`src/rtl/stage_mem_lsu.sv`:
```
// MEM-stage load/store unit: address-aware byte-lane steering, load
// sign/zero extension and a req/gnt/rvalid data-memory handshake with timeout.
module stage_mem_lsu #(
  parameter int DATA_W  = 32,
  parameter int ADDR_W  = 32,
  parameter int TIMEOUT = 255
) (
  input  logic                clk,
  input  logic                rst,
  input  logic                mem_i_valid,
  input  logic [1:0]          mem_i_is_ls,
  input  logic [1:0]          mem_i_width,
  input  logic                mem_i_unsigned,
  input  logic [ADDR_W-1:0]   mem_i_addr,
  input  logic [DATA_W-1:0]   mem_i_wdata,
  output logic                mem_o_stall,
  output logic                mem_o_done,
  output logic [DATA_W-1:0]   mem_o_rdata,
  output logic                mem_o_misalign,
  output logic                mem_o_buserr,
  output logic                dm_req,
  output logic                dm_we,
  output logic [ADDR_W-1:0]   dm_addr,
  output logic [DATA_W/8-1:0] dm_be,
  output logic [DATA_W-1:0]   dm_wdata,
  input  logic                dm_gnt,
  input  logic                dm_rvalid,
  input  logic [DATA_W-1:0]   dm_rdata
);

  localparam int NB    = DATA_W / 8;
  localparam int OFS_W = $clog2(NB);
  localparam int CNT_W = $clog2(TIMEOUT + 1);

  typedef enum logic [2:0] {S_IDLE, S_REQ, S_WAIT, S_DONE, S_ERR} state_t;

  state_t              state, state_nx;
  logic [CNT_W-1:0]    cnt;
  logic [ADDR_W-1:0]   addr_q;
  logic [NB-1:0]       be_q;
  logic [DATA_W-1:0]   wdata_q;
  logic [DATA_W-1:0]   rdata_q;
  logic                we_q;
  logic                uns_q;
  logic [1:0]          width_q;
  logic [OFS_W-1:0]    ofs_q;

  logic                is_ld, is_st, aligned, width_ok, accept, go;
  logic [OFS_W-1:0]    ofs;
  logic [3:0]          size;
  logic [2:0]          amask;
  int unsigned         ofs_n, size_n, nbits;
  logic [NB-1:0]       be_nx;
  logic [DATA_W-1:0]   wdata_sh;
  logic [DATA_W-1:0]   rd_sh;
  logic [DATA_W-1:0]   rd_ext;
  logic                sign_b;
  logic                timed_out;

  // Request decode, alignment check and store lane steering
  always_comb begin
    is_ld    = (mem_i_is_ls == 2'd1);
    is_st    = (mem_i_is_ls == 2'd2);
    ofs      = mem_i_addr[OFS_W-1:0];
    size     = 4'd1 << mem_i_width;
    // size-1 in 3 bits; size 8 wraps to 0-1 = 3'b111, the correct DWORD mask
    amask    = size[2:0] - 3'd1;
    aligned  = ((mem_i_addr[2:0] & amask) == 3'd0);
    width_ok = (mem_i_width != 2'd3) || (DATA_W == 64);
    accept   = !rst && (state == S_IDLE) && mem_i_valid && (is_ld || is_st);
    go       = accept && aligned && width_ok;
    ofs_n    = 32'(ofs);
    size_n   = 32'(size);
    be_nx    = '0;
    for (int unsigned i = 0; i < NB; i++)
      be_nx[i] = (i >= ofs_n) && (i < ofs_n + size_n);
    wdata_sh = mem_i_wdata << {ofs, 3'b000};
  end

  // Load alignment and sign/zero extension from the latched offset and width
  always_comb begin
    rd_sh = dm_rdata >> {ofs_q, 3'b000};
    nbits = 32'd8 << width_q;
    case (width_q)
      2'd0:    sign_b = rd_sh[7];
      2'd1:    sign_b = rd_sh[15];
      2'd2:    sign_b = rd_sh[31];
      default: sign_b = rd_sh[DATA_W-1];
    endcase
    rd_ext = '0;
    for (int unsigned i = 0; i < DATA_W; i++)
      rd_ext[i] = (i < nbits) ? rd_sh[i] : (!uns_q && sign_b);
  end

  // Next-state logic
  always_comb begin
    state_nx  = state;
    timed_out = (cnt == CNT_W'(TIMEOUT - 1));
    case (state)
      S_IDLE: if (go) state_nx = S_REQ;
      S_REQ: begin
        if (dm_gnt)         state_nx = we_q ? S_DONE : S_WAIT;
        else if (timed_out) state_nx = S_ERR;
      end
      S_WAIT: begin
        if (dm_rvalid)      state_nx = S_DONE;
        else if (timed_out) state_nx = S_ERR;
      end
      S_DONE:  state_nx = S_IDLE;
      S_ERR:   state_nx = S_IDLE;
      default: state_nx = S_IDLE;
    endcase
  end

  // State register
  always_ff @(posedge clk or posedge rst) begin
    if (rst) state <= S_IDLE;
    else     state <= state_nx;
  end

  // Timeout counter: restarts on entry to REQ/WAIT, counts cycles without the event
  always_ff @(posedge clk or posedge rst) begin
    if (rst)
      cnt <= '0;
    else if ((state_nx != state) && ((state_nx == S_REQ) || (state_nx == S_WAIT)))
      cnt <= '0;
    else if (((state == S_REQ) && !dm_gnt) || ((state == S_WAIT) && !dm_rvalid))
      cnt <= cnt + 1'b1;
  end

  // Latched request fields and registered load result
  always_ff @(posedge clk or posedge rst) begin
    if (rst) begin
      addr_q  <= '0;
      be_q    <= '0;
      wdata_q <= '0;
      we_q    <= 1'b0;
      uns_q   <= 1'b0;
      width_q <= '0;
      ofs_q   <= '0;
      rdata_q <= '0;
    end else if (go) begin
      addr_q  <= {mem_i_addr[ADDR_W-1:OFS_W], {OFS_W{1'b0}}};
      be_q    <= be_nx;
      wdata_q <= wdata_sh;
      we_q    <= is_st;
      uns_q   <= mem_i_unsigned;
      width_q <= mem_i_width;
      ofs_q   <= ofs;
      rdata_q <= '0;
    end else if ((state == S_WAIT) && dm_rvalid) begin
      rdata_q <= rd_ext;
    end
  end

  // Output decode
  always_comb begin
    mem_o_stall    = go || (state == S_REQ) || (state == S_WAIT);
    mem_o_misalign = accept && !(aligned && width_ok);
    mem_o_done     = (state == S_DONE);
    mem_o_buserr   = (state == S_ERR);
    mem_o_rdata    = rdata_q;
    dm_req         = (state == S_REQ);
    dm_we          = dm_req && we_q;
    dm_addr        = addr_q;
    dm_be          = be_q;
    dm_wdata       = wdata_q;
  end

endmodule
```
`config.mk`:
```
export PLATFORM = sky130hd
export DESIGN_NAME = stage_mem_lsu
export DESIGN_NICKNAME = d
export VERILOG_FILES = /design/src/rtl/stage_mem_lsu.sv
export SDC_FILE = /design/constraint.sdc
export NUM_CORES = 1
export LEC_CHECK = 0
export CAP_MARGIN = 20
export CORE_ASPECT_RATIO = 2
export CORE_UTILIZATION = 45
export DETAILED_ROUTE_END_ITERATION = 8
export GPL_ROUTABILITY_DRIVEN = 1
export PLACE_DENSITY = 0.79
export SLEW_MARGIN = 20
export SYNTH_ARGS = -nofsm -noshare
export SYNTH_HDL_FRONTEND = slang
export SYNTH_SLANG_ARGS = --single-unit
```
`constraint.sdc`:
```
create_clock -name clk -period 4.5 [get_ports clk]
set_clock_uncertainty 0.05 [all_clocks]
set_input_delay 0.9 -clock clk [delete_from_list [all_inputs] [get_ports clk]]
set_output_delay 0.9 -clock clk [all_outputs]
set_load 0.05 [all_outputs]
```
==> metrics.yaml <==
outcome: "finished clean"
grt_setup_unrepaired: "false"
post_synth_inst_count: 538
power.density_cell_area_mw_per_mm2: 786
timing.critical_path.slowest_stage_cell: "or4_4"
worst_r2r_path_depth: 4
async_flop_share_pct: 100
grt_first_pass_wirelength_um: 25200
clk_transition_reported_paths_ps: 60
critPathCaptureType: "primary output"
achievable-frequency_ghz: 0.244
slew_violations: 0
cts_buffers: 17
h-tree-depth: 4
final_common_cell: "clkdlybuf4s50_1"
number_of_global_route_vias_before_repair: 4928
post-layout-total-power_mw: 6.68
r2r-end: "dm_wdata[27]"
critical_path.reg2reg.startpoint: "state[1]"
grt_start_max_net_pins: 103
final.fill_count: 999
worstSetupStartpointType: "input pin"
antenna_diodes: 0
postSynthRegisterBits: 115
place.gp.congestion: 0.888
postRouteWirelength_um: 16300
io_pins: 212
gr-usage-all-layers_pct: 25.6
syn_to_final_growth_pct: 47.1
maxCapViolations: 0
drive_above_1_share_pct: 14.4
data_required_time_of_the_worst_path_ps: 3550
overflow_left_after_global_routing: 0
dieHeight_um: 162
timing.slew.headroom_pct: 28.4
wl_per_cell_um: 18.3
ys_dominant_reg_cell: "dfrtp_1"
total_leakage_power_nw: 3.60
initialDrtViolationCount: 233
antenna_violations_before_repair: 0
cp-startpoint: "mem_i_is_ls[0]"
setup_violations: 0
critical_path_class: "input pin to primary output"
slowest_delay_ps: 590
placement.io_buffers: 209
finalHoldWorstSlack_ps: 433
hpwl_um: 12000
worstSetupEndpoint: "mem_o_stall"
core_area_mm2: 0.0126
totalNegativeSetupSlack_ps: 0
r2r_slack_ps: 1680
dr.pass1.iters: 4
cts_hold_buffers: 0
most-common-layout-cells: "clkdlybuf4s50_1 (207), dfrtp_1 (114), nand2_1 (76), mux2_2 (55), o21ai_0 (39)"
antenna_left: 0
detailroute.via_count: 4922
vdd_ir_drop_max_v: 0.000556
synthesis.yosys.warnings: 0
chip_width_um: 82.1
critical_path.max_fanout: 10
mapped_cell_area_mm2: 0.00578
starting_utilization_of_the_core_area_pct: 46.0
rows: 58
avgViaCountPerCell: 5.50
tightestPinTransition_ps: 1070
drc: 0
holdCritPathClass: "flip-flop to flip-flop"
synth_unique_cells: 49
synth-edff-count: 0
die-area_mm2: 0.0133
cts_setup_buffers: 0
timing_hold_violations_final: 0
finish.net_count: 845
timing.critical_path.arrival_ps: 3150
syn_area_per_cell_um2: 10.7
fin_crit_ps: 4100
critical_path.cell_chain: "clkdlybuf4s50_1, inv_1, ha_1, or4b_1, or4_4, o21ai_0, buf_12"
tritoncts: "built"
fin_crit_sh_pct: 91.2
insertion_delay_ps: 410
count_of_clock_tree_sinks: 115
post_synthesis_sequential_area_ratio_pct: 49.8
cts-resized-gates: 0
clock_root_buffer_master: "clkbuf_16"
max-clock-path-buffers: 2
power by group:
part | switching [mW] | internal [mW]
Clock | 0.497 | 0.875
Sequential | 0.380 | 1.48
Combinational | 2.17 | 1.28
Total | 3.04 | 3.64
cell families (layout without fill, tap and decap cells):
family                     Yosys count  count (layout)  synth area share, %
AOI/OAI and AO/OA                  130             130                 15.0
and+or+nand+nor                    139             139                 11.3
DFF                                115             115                 49.8
adders and majority gates            7               7                 1.65
muxes                               84              84                 15.9
other                                1               2               0.0649
buffers and inverters               53             259                 4.92
xor gates and xnor gates             9               9                 1.36
cells in the mapped netlist (2+ instances only):
cell,n,share of area [%]
nand4_1,2,0.22
and2_1,2,0.22
nor2_1,23,1.5
o2bb2ai_1,8,1.2
a22o_1,16,2.4
or3b_2,3,0.46
buf_2,2,0.17
buf_4,2,0.26
mux2i_1,24,4.2
dfrtp_1,115,50
clkbuf_1,21,1.4
nand2b_1,2,0.22
a211oi_1,11,1.4
nor3b_1,5,0.65
mux2_2,55,11
nand3_1,3,0.26
ha_1,6,1.3
buf_6,10,1.9
nand2_1,76,4.9
a21oi_1,27,2.3
o21ai_0,39,3.4
inv_1,12,0.78
a32oi_1,8,1.2
o31ai_1,8,1.0
or2_2,4,0.43
a2111oi_0,4,0.61
xnor2_1,9,1.4
buf_1,6,0.39
nor2b_1,11,1.2
mux2_1,5,0.97
cell type report:
type | instances | area, um2 | area share, %
Tap cell | 150 | 188 | 2.21
Inverter | 12 | 47.5 | 0.560
Sequential cell | 115 | 2880 | 33.9
Clock inverter | 15 | 183 | 2.15
Timing Repair Buffer | 215 | 2160 | 25.4
Multi-Input combinational cell | 371 | 2620 | 30.8
Clock buffer | 17 | 425 | 5.01
worst max-delay path: cells and delay by family:
kind                       cells  cell delay (ps)
and+or+nand+nor                2             1080
AOI/OAI and AO/OA              1              210
buffers and inverters          3              680
adders and majority gates      1              270
layer usage:
| layer | vias up | GRT usage [%] | share of wire, % |
|---|---|---|---|
| li1 | 2306 | - | - |
| met1 | 2390 | 28.3 | 37 |
| met2 | 182 | 43.7 | 54 |
| met3 | 44 | 6.57 | 5.1 |
| met4 | 0 | 13.1 | 4.4 |
| met5 | - | 0 | 0 |
flip-flops by register name, summed over array words and instances, names as in the netlist:
name and flops:
we_q 1, cnt 8, width_q 2, ofs_q 2, dm_addr 30, dm_wdata 32, dm_be 4, state 3
mem_o_rdata 32, uns_q 1
how the worst min path moves through the flow:
| stage | startpoint | endpoint | slack, ps | cells past startpoint |
|---|---|---|---|---|
| 2_1_floorplan | we_q | we_q | 430 | 1 |
| 3_3_place_gp | dm_wdata[1] | dm_wdata[1] | 410 | 2 |
| 3_5_place_dp | dm_wdata[11] | dm_wdata[11] | 420 | 2 |
| 4_1_cts | dm_wdata[11] | dm_wdata[11] | 430 | 2 |
| 5_1_grt | dm_wdata[8] | dm_wdata[8] | 450 | 2 |
| 6_report | dm_wdata[9] | dm_wdata[9] | 430 | 2 |
through the flow:
step	worst slack (ps)	instance area, um2	instances	util (%)
2_1_floorplan	404	5780	539	-
6_report	398	8500	895	67.7
3_5_place_dp	396	7890	863	62.8
5_1_grt	333	8500	895	67.7
3_3_place_gp	433	7890	863	62.8
4_1_cts	386	8500	895	67.7
Power figures use the tool's default switching activity.
==> variant (config.mk and constraints unchanged) <==
Encoding of `state_t`: now one-hot (5 bits for 5 states).
--- a/src/rtl/stage_mem_lsu.sv
+++ b/src/rtl/stage_mem_lsu.sv
@@ -34,3 +34,3 @@
 
-  typedef enum logic [2:0] {S_IDLE, S_REQ, S_WAIT, S_DONE, S_ERR} state_t;
+  typedef enum logic [4:0] {S_IDLE = 5'b00001, S_REQ = 5'b00010, S_WAIT = 5'b00100, S_DONE = 5'b01000, S_ERR = 5'b10000} state_t;
 
Behaviour: no difference found for any inputs over 4 cycles, from zero or initial values and one cycle with rst high; so few cycles prove little.
==> variant against the unedited design <==
Count of clock-buffer cells in the layout increased by 1. Sequential cell count up 2. Register-to-register slack better by 0.24 ns. Area after synthesis rose by 3.4%. Global-route usage increased by 0.061 points. Routed wire length is 5.6% higher. Fmax increased by 9.3%. Worst setup slack better by 0.35 ns. Cell area grew 3.0%.
Power is not compared: it rests on default switching activity, and its combinational part moved more than twofold at a synthesized area within 25%.
==> variant: results (changes against the unedited design) <==
[finish]
nets=831  ; was 845
drive_above_1_share=0.09850  ; was 0.1436
diodes=0  ; unchanged

[global_routing]
grt_pass1_vias=5461  ; was 4928
grt_pass1_wl_um=27480  ; was 25240 µm
gr-usage-all-layers=0.2566  ; was 0.2560
grt_max_degree=66  ; was 103
antenna_found_initial=0  ; unchanged
use_met3=0.05947  ; was 0.06573
grt_util_met1=0.2588  ; was 0.2833
use_met2=0.4866  ; was 0.4373
grt_overflow_total=0  ; unchanged

[power]
p_leak_nw=3.814
ir_drop_mv=0.4022

[timing]
relSlewSlack=0.2697  ; was 0.2840
finalWorstSetupSlack_ns=0.7481  ; was 0.3976 ns

[outcome]
outcome=finished, final reports clean  ; unchanged

[worst_setup_path]
r2r_cells=5  ; was 4
critPathArrivalTime_ns=2.80  ; was 3.15 ns
rrSetupSlack_ns=1.92  ; was 1.68 ns
crit_slowest_cell=clkdlybuf4s50_1  ; was or4_4
path_max_fanout=3  ; was 10
critPathMaxStageDelay_ns=0.46  ; was 0.59 ns
endpoint=mem_o_stall  ; unchanged
r2r_end=mem_o_rdata[27]  ; was dm_wdata[27]
crit_start=mem_i_is_ls[0]  ; unchanged
reg2reg_from=state[1]  ; unchanged

[cts]
clock_latency_ns=0.41  ; about the same
root_buffer=clkbuf_16  ; unchanged
post_cts_resized=0  ; unchanged
path_clk_slew_ns=0.06  ; about the same
htreeDepth=4  ; unchanged
numCtsBuffers=17  ; unchanged
post_cts.repair.setup_buffers=0  ; unchanged
cts_buffer_depth=2  ; unchanged

[route]
drtIter0Drc=206  ; was 233
wl_per_cell_um=19.54  ; was 18.26 µm
viasPerCell=5.729  ; was 5.499
firstDrtPassIters=4  ; unchanged

[synth]
async_reset_ff_frac=1.000  ; unchanged
synth.distinct_cells=60  ; was 49
synthTopCellsByArea=dfrtp_1 (49%), mux2_1 (7.4%), mux2i_1 (5.4%)  ; was dfrtp_1 (50%), mux2_2 (11%), nand2_1 (4.9%)
yosysMostFrequentCell=dfrtp_1  ; unchanged
synth-seq-area-share=0.4904  ; was 0.4983
yosys_warnings=0  ; unchanged
synthTopCellsByCount=dfrtp_1 (116), mux2_1 (39), o21ai_0 (35)  ; was dfrtp_1 (115), nand2_1 (76), mux2_2 (55)
ys.flop_type=dfrtp_1  ; unchanged

[placed_design]
gp_congestion=0.8416  ; was 0.8883
hpwl_um=12670  ; was 12020 µm
port_buffers=209  ; unchanged
dpl_cell_area_um2=8123  ; was 7888 µm²
pre_cts_slack_ns=0.7450  ; was 0.3962 ns

[hold_path]
hold_depth=1  ; was 2
hp-start=dm_addr[12]  ; was dm_wdata[9]
hold_path_class=reg2reg  ; unchanged

variant: how the worst min path moves through the flow:
stage,end,slack [ns]
floorplan,we_q,0.44
global placement,dm_addr[18],0.42
CTS,dm_addr[21],0.44
finish,dm_addr[12],0.43
detailed placement,dm_addr[11],0.42
global route,mem_o_rdata[21],0.45
variant: cell families after synthesis:
kind of cell,share of synthesized area
AOI/OAI and AO/OA,0.1728
DFF,0.4904
and+or+nand+nor,0.1003
muxes,0.1667
buffers and inverters,0.04587
adders and majority gates,0.01592
xor gates and xnor gates,0.007333
other,0.0006278
variant: where the power goes:
| part | switching, mW | leakage, nW | internal (mW) |
|---|---|---|---|
| clock network | 0.529 | 0.305 | 0.904 |
| logic | 0.997 | 1.99 | 0.593 |
| registers | 0.133 | 1.52 | 1.24 |
variant: cell type report:
type | count | area (µm²)
repair buffers | 217 | 2185
flip-flops and latches | 117 | 2930
well taps | 152 | 190.2
clock buffers | 18 | 439.2
clock inverters | 14 | 187.7
multi-input cells | 355 | 2779
fillers | 994 | 4242
inverters | 10 | 40.04
variant: metrics by stage:
step | utilization | hold slack [ns] | cells
4_1_cts | 0.6734 | 0.4379 | 883
6_report | 0.6735 | 0.4332 | 883
3_3_place_gp | 0.6252 | 0.4183 | 851
5_1_grt | 0.6735 | 0.4514 | 883
2_1_floorplan | - | 0.4447 | 523
3_5_place_dp | 0.6252 | 0.4248 | 851
variant: routing by layer:
metal | vias to the layer above | part of all wire
met5 | - | 0
met4 | 0 | 0.042
met3 | 46 | 0.058
met2 | 207 | 0.55
met1 | 2481 | 0.35
li1 | 2325 | -
variant: critical path, delay by kind of cell:
kind / cells / cell delay, ns
buffers and inverters: 3 / 0.65
AOI/OAI and AO/OA: 1 / 0.19
adders and majority gates: 1 / 0.32
and+or+nand+nor: 3 / 0.74
